$ cat config.mk
export PLATFORM = sky130hd
export DESIGN_NAME = mem_access
export DESIGN_NICKNAME = d
export VERILOG_FILES = /design/src/rtl/project_types.sv /design/src/rtl/mem_align.sv /design/src/rtl/mem_access.sv
export SDC_FILE = /design/constraint.sdc
export NUM_CORES = 1
export LEC_CHECK = 0
export ABC_AREA = 1
export CAP_MARGIN = 20
export CORE_AREA = 2 2 150 152
export DETAILED_ROUTE_END_ITERATION = 10
export DIE_AREA = 0 0 152 154
export PLACE_DENSITY_LB_ADDON = 0.12
export RECOVER_POWER = 25
export SLEW_MARGIN = 0
export SYNTH_ARGS = -nofsm -noshare
export SYNTH_HDL_FRONTEND = slang
export SYNTH_SLANG_ARGS = --single-unit
$ cat constraint.sdc
create_clock -name clk -period 4.1 [get_ports clk]
set_clock_uncertainty 0.1 [all_clocks]
set_input_delay 0.41 -clock clk [delete_from_list [all_inputs] [get_ports clk]]
set_output_delay 0.41 -clock clk [all_outputs]
set_load 0.03 [all_outputs]
$ cat src/rtl/project_types.sv
// Shared pipeline types: reset polarity, ALU op encodings, write-back/HI-LO records
// and the MEM-stage RAM bus and FSM state types.
package project_types;

   typedef logic reset_status_t;
   localparam reset_status_t RST_ENABLE = 1'b1;

   typedef enum logic [7:0] {
      NOP_OP = 8'h00,
      ADD_OP = 8'h20,
      LB_OP  = 8'h80,
      LW_OP  = 8'h83,
      SB_OP  = 8'h88,
      SW_OP  = 8'h8B
   } alu_op_t;

   typedef logic [2:0]  alu_sel_t;
   typedef logic [4:0]  reg_addr_t;
   typedef logic [31:0] reg_data_t;
   typedef logic [31:0] ram_addr_t;
   typedef logic [3:0]  ram_sel_t;

   typedef struct packed {
      alu_op_t  op;
      alu_sel_t sel;
   } alu_t;

   typedef struct packed {
      logic      en;
      reg_addr_t addr;
      reg_data_t data;
   } reg_t;

   typedef struct packed {
      logic      en;
      reg_data_t hi;
      reg_data_t lo;
   } hilo_t;

   typedef enum logic [1:0] {
      MEM_IDLE = 2'd0,
      MEM_BUSY = 2'd1,
      MEM_DONE = 2'd2
   } mem_state_t;

   typedef struct packed {
      logic      req;
      logic      we;
      ram_addr_t addr;
      ram_sel_t  sel;
      reg_data_t wdata;
   } ram_bus_t;

   function automatic logic is_load(input alu_op_t op);
      return (op == LB_OP) || (op == LW_OP);
   endfunction

   function automatic logic is_store(input alu_op_t op);
      return (op == SB_OP) || (op == SW_OP);
   endfunction

endpackage

$ cat src/rtl/mem_align.sv
// Byte-lane steering for loads and stores: byte enables, store data replication,
// sign-extended byte extraction and word-misalignment detection.
import project_types::*;

module mem_align (
   input  alu_op_t   op,
   input  logic [1:0] lane,
   input  reg_data_t sdata,
   input  reg_data_t rdata,
   output ram_sel_t  sel,
   output reg_data_t wdata,
   output reg_data_t ld_data,
   output logic      misalign
);

   logic       byte_op;
   logic [7:0] ld_byte;

   assign byte_op  = (op == LB_OP) || (op == SB_OP);
   assign misalign = ((op == LW_OP) || (op == SW_OP)) && (lane != 2'b00);
   assign ld_byte  = rdata[{lane, 3'b000} +: 8];

   always_comb begin
      sel     = 4'b1111;
      wdata   = sdata;
      ld_data = rdata;
      if (byte_op) begin
         sel = 4'b0001 << lane;
      end
      if (op == SB_OP) begin
         wdata = {4{sdata[7:0]}};
      end
      if (op == LB_OP) begin
         ld_data = {{24{ld_byte[7]}}, ld_byte};
      end
   end

endmodule

$ cat src/rtl/mem_access.sv
// Pipeline MEM stage: runs LB/LW/SB/SW over a req/ack RAM bus, stalling the
// pipeline until the access completes, and forms the MEM/WB write-back record.
import project_types::*;

module mem_access (
   input  logic          clk,
   input  reset_status_t rst,
   input  alu_t          mem_alu_i,
   input  reg_t          mem_wreg_i,
   input  hilo_t         mem_hilo_i,
   input  ram_addr_t     mem_ramaddr_i,
   input  reg_data_t     mem_storedata_i,
   output reg_t          mem_wreg_o,
   output hilo_t         mem_hilo_o,
   output logic          stallreq_from_mem,
   output logic          mem_misalign_o,
   output logic          ram_req_o,
   output logic          ram_we_o,
   output logic [31:0]   ram_addr_o,
   output logic [3:0]    ram_sel_o,
   output logic [31:0]   ram_wdata_o,
   input  logic [31:0]   ram_rdata_i,
   input  logic          ram_ack_i,
   output mem_state_t    state
);

   mem_state_t state_q, state_d;
   ram_bus_t   ram_q, ram_d;
   reg_data_t  ld_data_q, ld_data_d;

   ram_sel_t   al_sel;
   reg_data_t  al_wdata;
   reg_data_t  al_ld_data;
   logic       al_misalign;
   logic       mem_op;
   logic       unused_alu_sel;

   assign unused_alu_sel = ^mem_alu_i.sel;

   mem_align u_align (
      .op       (mem_alu_i.op),
      .lane     (mem_ramaddr_i[1:0]),
      .sdata    (mem_storedata_i),
      .rdata    (ram_rdata_i),
      .sel      (al_sel),
      .wdata    (al_wdata),
      .ld_data  (al_ld_data),
      .misalign (al_misalign)
   );

   assign mem_op = (is_load(mem_alu_i.op) || is_store(mem_alu_i.op)) && !al_misalign;

   // Bus fields are latched once in IDLE and held untouched through BUSY;
   // the pipeline is stalled, so op/addr are still valid when the ack arrives.
   always_comb begin
      state_d   = state_q;
      ram_d     = ram_q;
      ld_data_d = ld_data_q;
      unique case (state_q)
         MEM_IDLE: begin
            if (mem_op) begin
               state_d     = MEM_BUSY;
               ram_d.req   = 1'b1;
               ram_d.we    = is_store(mem_alu_i.op);
               ram_d.addr  = {mem_ramaddr_i[31:2], 2'b00};
               ram_d.sel   = al_sel;
               ram_d.wdata = al_wdata;
            end
         end
         MEM_BUSY: begin
            if (ram_ack_i) begin
               state_d   = MEM_DONE;
               ram_d.req = 1'b0;
               ld_data_d = al_ld_data;
            end
         end
         MEM_DONE: state_d = MEM_IDLE;
         default:  state_d = MEM_IDLE;
      endcase
   end

   always_ff @(posedge clk) begin
      if (rst == RST_ENABLE) begin
         state_q   <= MEM_IDLE;
         ram_q     <= '0;
         ld_data_q <= '0;
      end else begin
         state_q   <= state_d;
         ram_q     <= ram_d;
         ld_data_q <= ld_data_d;
      end
   end

   always_comb begin
      mem_wreg_o        = mem_wreg_i;
      mem_hilo_o        = mem_hilo_i;
      stallreq_from_mem = 1'b0;
      mem_misalign_o    = 1'b0;
      if (rst == RST_ENABLE) begin
         mem_wreg_o = '0;
         mem_hilo_o = '0;
      end else begin
         mem_misalign_o    = al_misalign;
         stallreq_from_mem = mem_op && (state_q != MEM_DONE);
         if (al_misalign) begin
            mem_wreg_o.en = 1'b0;
         end else if (is_load(mem_alu_i.op)) begin
            mem_wreg_o.data = (state_q == MEM_DONE) ? ld_data_q : '0;
         end else if (is_store(mem_alu_i.op)) begin
            mem_wreg_o.en = 1'b0;
         end
      end
   end

   assign state       = state_q;
   assign ram_req_o   = ram_q.req;
   assign ram_we_o    = ram_q.we;
   assign ram_addr_o  = ram_q.addr;
   assign ram_sel_o   = ram_q.sel;
   assign ram_wdata_o = ram_q.wdata;

endmodule
==> flow_metrics.tcl <==
set metrics [dict create \
    cpPeakStageDelay_ns 1.10 \
    mostFrequentLayoutCells "clkdlybuf4s50_1, nor2_1, nand2_1, inv_1, dfxtp_1" \
    synth.avg_cell_area_um2 5.66 \
    placement.io_buffers 384 \
    min_path_type "register to register" \
    reg2reg_setup_slack_ns 0.76 \
    tns_ns 0 \
    yosysTopAreaCellShare 0.337 \
    synth_mux_area_frac 0 \
    die_width_um 152 \
    grt_remaining_overflow 0 \
    initial_utilization 0.279 \
    grt_usage 0.196 \
    hold_viol 0 \
    yosys-top-cells-area "dfxtp_1, nor2_1, nand2_1" \
    cts_tree "built" \
    timing.final.max_slew_violations 33 \
    placement.setup.worst_slack_ns 0.868 \
    share_of_total_power_in_the_clock_network 0.339 \
    numClockSinks 102 \
    cts-hold-fix-buffers 0 \
    drt-vias-per-instance 4.26 \
    syn-instance-count 1069 \
    remaining_antenna_violation_count_after_routing 0 \
    max-clock-path-buffers 2 \
    synthToLayoutAreaGrowth_pct 71.2 \
    detail_route.iter0.violations 326 \
    drt_drc_violations_left 0 \
    worstPathArrival_ns 3.43 \
    worstSetupPathType "input port to register" \
    cts.repair.resized 0 \
    result_of_the_run "finished with violations" \
    yosys.area_share.simple 0.375 \
    post_synth_instance_area_mm2 0.00606 \
    synth_compound_area_frac 0.118 \
    startpoint_type "input port" \
    grt_first_pass_wirelength_um 36900 \
    core-area_mm2 0.0217 \
    dieArea_mm2 0.0234 \
    cts-root-buf "clkbuf_16" \
    critical_path.reg2reg.endpoint "ld_data_q[22]$_SDFFE_PP0P_" \
    cp-startpoint "ram_ack_i" \
    rr_startpoint "state[0]$_SDFFE_PP0P_" \
    internal-power_uw 1800 \
    clk_pin_slew_ns 0.07 \
    crit_slowest_cell "clkbuf_1" \
    yosysWarningCount 0 \
    reported_leakage_power_uw 0.00517 \
    chipHeight_um 154 \
    post_synth_xor_area_fraction 0 \
    power.density_mw_per_mm2 242 \
    unrepaired_setup_endpoints_after_global_routing "false" \
    comb_power_share 0.260 \
    dp.final_hpwl_um 18100 \
    first_global_vias 7137 \
    worstPathRequired_ns 4.19 \
    finalSetupViolCount 0 \
    count_of_pins_on_the_block_boundary 390 \
    timing.max_slew.rel_slack -0.00441 \
    critical_path.endpoint_type "register" \
    finalWorstPathRequiredPeriod_ns 3.34 \
    setup_ws_ns 0.757 \
    post_route_cells_drive_above_1_share 0.0530 \
    ys_seq_area_frac 0.337 \
    min_from "ram_sel_o[0]$_SDFFE_PP0P_" \
    maxCapViolCount 1 \
    worstSkewPairLatency_ns 0.34 \
    place_congestion 0.788 \
    ir_drop_v 0.000166 \
    clock_tree.htree_level_count 3 \
    tightest_slew_ns 1.51 \
    critical_path.cell_chain "clkdlybuf4s50_1 -> nand3_1 -> clkbuf_1 -> inv_1 -> o21ai_0 -> a21oi_1" \
    max_freq_ghz 0.299 \
    timing.critical_path.fanout_max 35 \
    post-synth-top-area-cell "dfxtp_1" \
    grt_max_degree 57 \
    hold-path-cell-count 2 \
    avg_wl_per_cell_um 14.0 \
    post_cts_repair_setup_buffers 0 \
    most_common_cell_after_layout_fill_and_taps_aside "clkdlybuf4s50_1" \
    ys_seq_elements 102 \
    synth_top_family_by_area "simple AND/OR/NAND/NOR gates" \
    seqPwrFrac 0.401 \
    nets 1622 \
    power.net_switching_uw 714 \
    detailroute.via_count 7227 \
    synth.lib_cells_used.distinct 27 \
    cts_buffers 9 \
    rr_worst_depth 5 \
    timing.hold.worst_endpoint "ram_sel_o[0]$_SDFFE_PP0P_" \
    total_routed_length_um 23700 \
    failed_checks "max-capacitance violations, max-slew violations" \
    post_synth_fa_ha_maj_area_fraction 0 \
    final_min_period_over_clock_period 0.815 \
    power.switching_fraction 0.284 \
    rows 54 \
    number_of_antenna_violations_at_the_first_check_in_global_routing 2 \
    drt_pre_antenna_iters 4 \
]
## power by group through the flow
stage,clock network [uW],logic (uW),registers [uW]
finish,852,653,1010
global route,921,703,1010
CTS,889,665,1010
detailed placement,0,661,1030
global placement,0,661,1030
floorplan,0,259,1050
## state kept, by name, indices dropped and copies added (netlist names)
signal / flops
state: 2
ld_data_q: 32
ram_sel_o: 4
ram_req_o: 1
ram_wdata_o: 32
ram_we_o: 1
ram_addr_o: 30
## how the worst max path moves through the flow
stage	cells past startpoint	slack, ns	end
4_1_cts	10	0.85	mem_wreg_o[10]
3_3_place_gp	10	0.88	mem_wreg_o[10]
3_5_place_dp	10	0.87	mem_wreg_o[10]
2_1_floorplan	4	1.72	stallreq_from_mem
6_report	6	0.76	ld_data_q[22]$_SDFFE_PP0P_
5_1_grt	5	0.45	ld_data_q[14]$_SDFFE_PP0P_
## synthesized netlist by cell type (all sizes together)
library cell,instances
nor2,280
nand2,274
inv,176
dfxtp,102
o21ai,68
a21oi,63
buf,35
clkbuf,33
nand3,18
nor3,5
a31oi,4
nor3b,3
o211ai,3
nand4,2
conb,1
nand3b,1
o21bai,1
## layout make-up
| cell class | count | area (um2) |
|---|---|---|
| tap | 280 | 350 |
| multi-input combinational | 724 | 3000 |
| clock inverter | 4 | 30.0 |
| antenna | 2 | 5.00 |
| timing repair buffer | 396 | 4010 |
| clock buffer | 12 | 267 |
| fill | 2285 | 11300 |
| sequential | 102 | 2040 |
| inverter | 176 | 663 |
## routing by layer
| metal | wire length, um | share of wire | GRT usage |
|---|---|---|---|
| met1 | 10100 | 0.43 | 0.231 |
| met2 | 11900 | 0.50 | 0.362 |
| met3 | 1220 | 0.052 | 0.0375 |
| met4 | 448 | 0.019 | 0.0583 |
| met5 | 0 | 0 | 0 |
## logic make-up (layout without fill, tap and decap cells)
kind of cell           count (synthesis)  in the layout
buffers and inverters                244            588
other                                  1              4
AO/OA/AOI/OAI                        139            139
flip-flops                           102            102
AND/OR/NAND/NOR                      583            583
## worst max-delay path: cells and delay by family
| kind | cells | cell delay (ns) |
|---|---|---|
| AO/OA/AOI/OAI | 2 | 0.48 |
| AND/OR/NAND/NOR | 1 | 0.09 |
| buffers and inverters | 3 | 2.44 |
## per-stage QoR
stage	instance area, um2	util	hold slack, ns	cells	total power (uW)
final	10400	0.478	0.355	1696	2510
after global routing	10400	0.478	0.369	1696	2630
after global placement	10100	0.464	0.333	1678	1690
after CTS	10400	0.478	0.359	1694	2560
after detailed placement	10100	0.464	0.344	1678	1690
after floorplan	6060	-	0.360	1070	1310
No activity file was read; power rests on OpenSTA's default activity.
